==> src/rtl/soc_sysid_pkg.sv <==
// Shared register map, FEATURES layout and helpers for the soc_sysid_v2 peripheral.
package soc_sysid_pkg;

    localparam int MAX_USER = 8;

    localparam int REG_ID        = 0;
    localparam int REG_TIMESTAMP = 1;
    localparam int REG_VERSION   = 2;
    localparam int REG_SCRATCH   = 3;
    localparam int REG_UPTIME_LO = 4;
    localparam int REG_UPTIME_HI = 5;
    localparam int REG_FEATURES  = 6;
    localparam int REG_USER_BASE = 8;

    localparam int FEAT_UPTIME_BIT   = 0;
    localparam int FEAT_NUM_USER_LSB = 8;
    localparam int FEAT_NUM_USER_W   = 4;

    function automatic logic [31:0] features_word(input logic uptime_en, input int num_user);
        logic [31:0] w;
        w = '0;
        w[FEAT_UPTIME_BIT] = uptime_en;
        w[FEAT_NUM_USER_LSB +: FEAT_NUM_USER_W] = num_user[FEAT_NUM_USER_W-1:0];
        return w;
    endfunction

endpackage

==> src/rtl/soc_sysid_uptime.sv <==
// Free-running 64-bit uptime counter with a high-word snapshot taken on low-word reads.
module soc_sysid_uptime
    import soc_sysid_pkg::*;
(
    input  logic        clock,
    input  logic        reset_n,
    input  logic        clear,
    input  logic        snap,
    output logic [31:0] count_lo,
    output logic [31:0] snap_hi
);

    logic [63:0] cnt;
    logic [31:0] snap_q;

    // A snapshot in the same cycle as a clear keeps the pre-clear high word.
    always_ff @(posedge clock) begin
        if (!reset_n) begin
            cnt    <= '0;
            snap_q <= '0;
        end else begin
            cnt <= clear ? 64'd0 : cnt + 64'd1;
            if (snap)
                snap_q <= cnt[63:32];
            else if (clear)
                snap_q <= '0;
        end
    end

    assign count_lo = cnt[31:0];
    assign snap_hi  = snap_q;

endmodule

==> src/rtl/soc_sysid_v2.sv <==
// System-ID peripheral: Avalon-MM slave with one-cycle registered reads.
// Optional uptime counter built when SOC_SYSID_UPTIME_EN is defined.
module soc_sysid_v2
    import soc_sysid_pkg::*;
#(
    parameter logic [31:0] SYSTEM_ID = 32'h0800_1030,
    parameter logic [31:0] TIMESTAMP = 32'h6945_0724,
    parameter logic [31:0] VERSION   = 32'h0002_0000,
    parameter int          NUM_USER  = 2,
    parameter logic [((NUM_USER > 0) ? NUM_USER : 1)*32-1:0] USER_WORDS = '0,
    parameter int          ADDR_W    = 4
) (
    input  logic              clock,
    input  logic              reset_n,
    input  logic [ADDR_W-1:0] address,
    input  logic              read,
    input  logic              write,
    input  logic [31:0]       writedata,
    input  logic [3:0]        byteenable,
    output logic [31:0]       readdata,
    output logic              readdatavalid
);

    logic [31:0] up_lo;
    logic [31:0] up_hi;
    logic [31:0] scratch;
    logic [31:0] rdata;
    logic [31:0] user_arr [MAX_USER];
    logic        sel_scratch;
    logic        sel_lo;
    logic        user_hit;
    logic [2:0]  user_idx;

    assign sel_scratch = (int'(address) == REG_SCRATCH);
    assign sel_lo      = (int'(address) == REG_UPTIME_LO);

`ifdef SOC_SYSID_UPTIME_EN
    localparam logic UPTIME_PRESENT = 1'b1;

    soc_sysid_uptime u_uptime (
        .clock    (clock),
        .reset_n  (reset_n),
        .clear    (write && sel_lo),
        .snap     (read && sel_lo),
        .count_lo (up_lo),
        .snap_hi  (up_hi)
    );
`else
    localparam logic UPTIME_PRESENT = 1'b0;

    assign up_lo = '0;
    assign up_hi = '0;
`endif

    for (genvar k = 0; k < MAX_USER; k++) begin : g_user
        if (k < NUM_USER) begin : g_on
            assign user_arr[k] = USER_WORDS[k*32 +: 32];
        end else begin : g_off
            assign user_arr[k] = '0;
        end
    end

    assign user_hit = (int'(address) >= REG_USER_BASE) &&
                      (int'(address) <  REG_USER_BASE + NUM_USER);
    assign user_idx = 3'(int'(address) - REG_USER_BASE);

    always_comb begin
        rdata = '0;
        case (int'(address))
            REG_ID:        rdata = SYSTEM_ID;
            REG_TIMESTAMP: rdata = TIMESTAMP;
            REG_VERSION:   rdata = VERSION;
            REG_SCRATCH:   rdata = scratch;
            REG_UPTIME_LO: rdata = up_lo;
            REG_UPTIME_HI: rdata = up_hi;
            REG_FEATURES:  rdata = features_word(UPTIME_PRESENT, NUM_USER);
            default:       if (user_hit) rdata = user_arr[user_idx];
        endcase
    end

    always_ff @(posedge clock) begin
        if (!reset_n) begin
            scratch <= '0;
        end else if (write && sel_scratch) begin
            for (int b = 0; b < 4; b++)
                if (byteenable[b]) scratch[8*b +: 8] <= writedata[8*b +: 8];
        end
    end

    // rdata is taken from pre-edge state, so a colliding write is not visible here.
    always_ff @(posedge clock) begin
        if (!reset_n) begin
            readdata      <= '0;
            readdatavalid <= 1'b0;
        end else begin
            readdatavalid <= read;
            readdata      <= read ? rdata : 32'd0;
        end
    end

endmodule

==> config.mk <==
export PLATFORM = sky130hd
export DESIGN_NAME = soc_sysid_v2
export DESIGN_NICKNAME = d
export VERILOG_FILES = /design/src/rtl/soc_sysid_pkg.sv /design/src/rtl/soc_sysid_uptime.sv /design/src/rtl/soc_sysid_v2.sv
export SDC_FILE = /design/constraint.sdc
export NUM_CORES = 1
export LEC_CHECK = 0
export BUFFER_PORTS_ARGS = -buffer_cell sky130_fd_sc_hd__buf_2
export CAP_MARGIN = 20
export CORE_MARGIN = 2
export CORE_UTILIZATION = 40
export DETAILED_ROUTE_END_ITERATION = 6
export GPL_TIMING_DRIVEN = 0
export PLACE_DENSITY_LB_ADDON = 0.3
export SYNTH_ARGS = -nofsm -noshare
export SYNTH_HDL_FRONTEND = slang
export SYNTH_SLANG_ARGS = --single-unit
==> constraint.sdc <==
create_clock -name clock -period 2.5 [get_ports clock]
set_clock_uncertainty 0.2 [all_clocks]
set_input_delay 0.5 -clock clock [delete_from_list [all_inputs] [get_ports clock]]
set_output_delay 0.5 -clock clock [all_outputs]
set_load 0.005 [all_outputs]
==> impl_metrics.json <==
{
  "yosysMostFrequentCell": "nand2_1",
  "ant_nets": 0,
  "cts_setup_buffers": 0,
  "critPathSlowestCell": "nor2_1",
  "drt-wirelength-per-cell_um": 12.4,
  "synthArstFlopShare": 0,
  "timing.critical_path.slowest_cell_delay_ns": 0.32,
  "crit_chain": "buf_2 -> nor2_1 -> and4_1 -> buf_4 -> mux2i_1",
  "cts_sinks": 65,
  "setup_violations": 0,
  "portBuffers": 76,
  "ys_seq_area_frac": 0.562,
  "cap_violations": 0,
  "critical_path_class": "input port to flip-flop",
  "post_cts_resized": 0,
  "num_antenna_cells": 0,
  "worst_ep_required_time_ns": 2.55,
  "cp_num_buf_inv": 2,
  "clock_latency_ns": 0.33,
  "end_kind": "flip-flop",
  "cts-htree-levels": 3,
  "placementRows": 27,
  "hold_class": "input port to flip-flop",
  "maxSlewHeadroom": 0.678,
  "grt_pass1_vias": 1752,
  "synth-warning-count": 0,
  "syn_area_sq_um": 2320,
  "tns_ns": 0,
  "synth_edf_count": 0,
  "drive_above_1_share": 0.332,
  "path_delay_family": "simple AND/OR/NAND/NOR gates",
  "cts.clk_slew.worst_paths_ns": 0.07,
  "areaGrowthSynthToFinish_pct": 28.7,
  "grt_usage": 0.171,
  "cts.path.max_buffers": 2,
  "cts_root_buffer": "clkbuf_8",
  "fp.dieH_um": 80.1,
  "drt-initial-drc-count": 82,
  "syn_nets": 281,
  "ys_top_cells_by_area": "dfxtp_1 (56%), mux2i_1 (14%), nand2_1 (11%)",
  "fmax_mhz": 628,
  "core-area_sq_um": 5540,
  "worstSetupStartpointType": "input port",
  "vias": 1793,
  "grt_max_degree": 11,
  "die_w_um": 80.1,
  "yosysTopAreaCellShare": 0.562,
  "rsz0062_at_grt": "false",
  "hold_slack_ns": 0.209,
  "cts_hold_buf": 0,
  "synth_cell_types": 20,
  "yosys-top-cells-count": "nand2_1 (67), dfxtp_1 (65), mux2i_1 (32), a21oi_1 (13), and2_4 (11)",
  "nets": 368,
  "outcome": "finished clean",
  "register_area_sq_um": 1300,
  "power_density_nw_per_um2": 676,
  "nFillCells": 542,
  "antenna_found_initial": 0,
  "wl_um": 4970,
  "path_max_fanout": 8,
  "syn_inst": 237,
  "dr.pass1.iters": 4,
  "final_max_slew_viol_count": 0,
  "hold_viol_final": 0,
  "synth_area_per_cell_sq_um": 9.78,
  "period_needed_ns": 1.59,
  "hpwl_um": 3530,
  "ys_seq_elements": 65,
  "tightest_slew_ns": 0.483,
  "drc": 0,
  "routabilityCongestion": 0.705,
  "grt_pass1_wl_um": 8120,
  "fin_crit_sh": 0.637,
  "dieArea_sq_um": 6420,
  "synthFlopType": "dfxtp_1",
  "worstPathArrival_ns": 1.64,
  "yosys.area.top_type": "dfxtp_1",
  "viasPerCell": 4.48,
  "multi_input_area_sq_um": 883,
  "numCtsBuffers": 9,
  "leakagePower_uw": 0.00133,
  "tritoncts": "done",
  "gr-total-overflow": 0,
  "ios": 77,
  "initial_core_util": 0.418,
  "peakVddDrop_mv": 0.361
}
==> cell usage in the layout, fill, tap and decap left out <==
master     count
buf_4          4
dfxtp_1       65
inv_1         10
nand3_1        1
and3_1         1
o21ai_0        1
a21oi_1       13
and2_4        11
and4_1         4
and3b_1        1
buf_6          3
nor2_1         5
clkbuf_1       8
nand3b_1       1
nand2_1       67
clkinv_2       2
clkbuf_8      11
mux2i_1       32
buf_2         77
o31ai_1        1
bufinv_16      1
and2_1         8
nor2b_1        1
==> flip-flops by register name (all words and copies together) (netlist names) <==
signal	flops
readdata	32
scratch	32
readdatavalid	1
==> cell type report <==
type / count / share of cell area
Sequential cell: 65 / 0.436
Multi-Input combinational cell: 147 / 0.296
Timing Repair Buffer: 76 / 0.128
Clock buffer: 12 / 0.0520
Buffer: 15 / 0.0319
Tap cell: 72 / 0.0302
Clock inverter: 3 / 0.0134
Inverter: 10 / 0.0126
==> worst reg2reg max path, stage by stage, from the launching register on <==
cell and delay [ns]:
dfxtp_1 0.33, nor2b_1 0.05, o31ai_1 0.17, and3b_1 0.18
==> cells by family after synthesis <==
| kind of cell | Yosys count | synth area share |
|---|---|---|
| buf+inv | 25 | 0.0572 |
| mux | 32 | 0.138 |
| compound gates | 15 | 0.0335 |
| flops | 65 | 0.562 |
| simple gates | 100 | 0.210 |
==> metrics by stage <==
step / area [sq um] / std cells / total power [uW] / setup slack (ns) / utilization
6_report: 2980 / 400 / 2010 / 0.907 / 0.538
3_3_place_gp: 2790 / 385 / 1170 / 0.658 / 0.503
5_1_grt: 2980 / 400 / 2110 / 0.847 / 0.538
4_1_cts: 2980 / 400 / 2040 / 0.938 / 0.538
2_1_floorplan: 2320 / 237 / 1120 / 0.878 / -
3_5_place_dp: 2790 / 385 / 1170 / 0.604 / 0.503
==> power by group <==
part / switching [uW] / total, uW / internal [uW]
registers: 2.71 / 1050 / 1040
clock network: 361 / 867 / 506
logic: 55.3 / 102 / 46.5
total: 419 / 2010 / 1600
==> per-layer routing <==
metal  vias to the layer above  global-route usage  routed length (um)
met5                         -                   0                   0
met2                        53               0.268                2260
li1                        931                   -                   -
met1                       798               0.214                2270
met3                        11              0.0483                 322
met4                         0              0.0915                 114
==> path summary, 6_finish.rpt <==
path,start,to,slack [ns],depth (start not counted)
worst max-delay path,address[2],scratch[23],0.91,5
worst min-delay path,writedata[19],scratch[19],0.21,3
worst max register to register,scratch[9],readdata[9],1.52,3
worst min register to register,scratch[8],readdata[8],0.24,2
No activity file was read; power rests on OpenSTA's default activity.
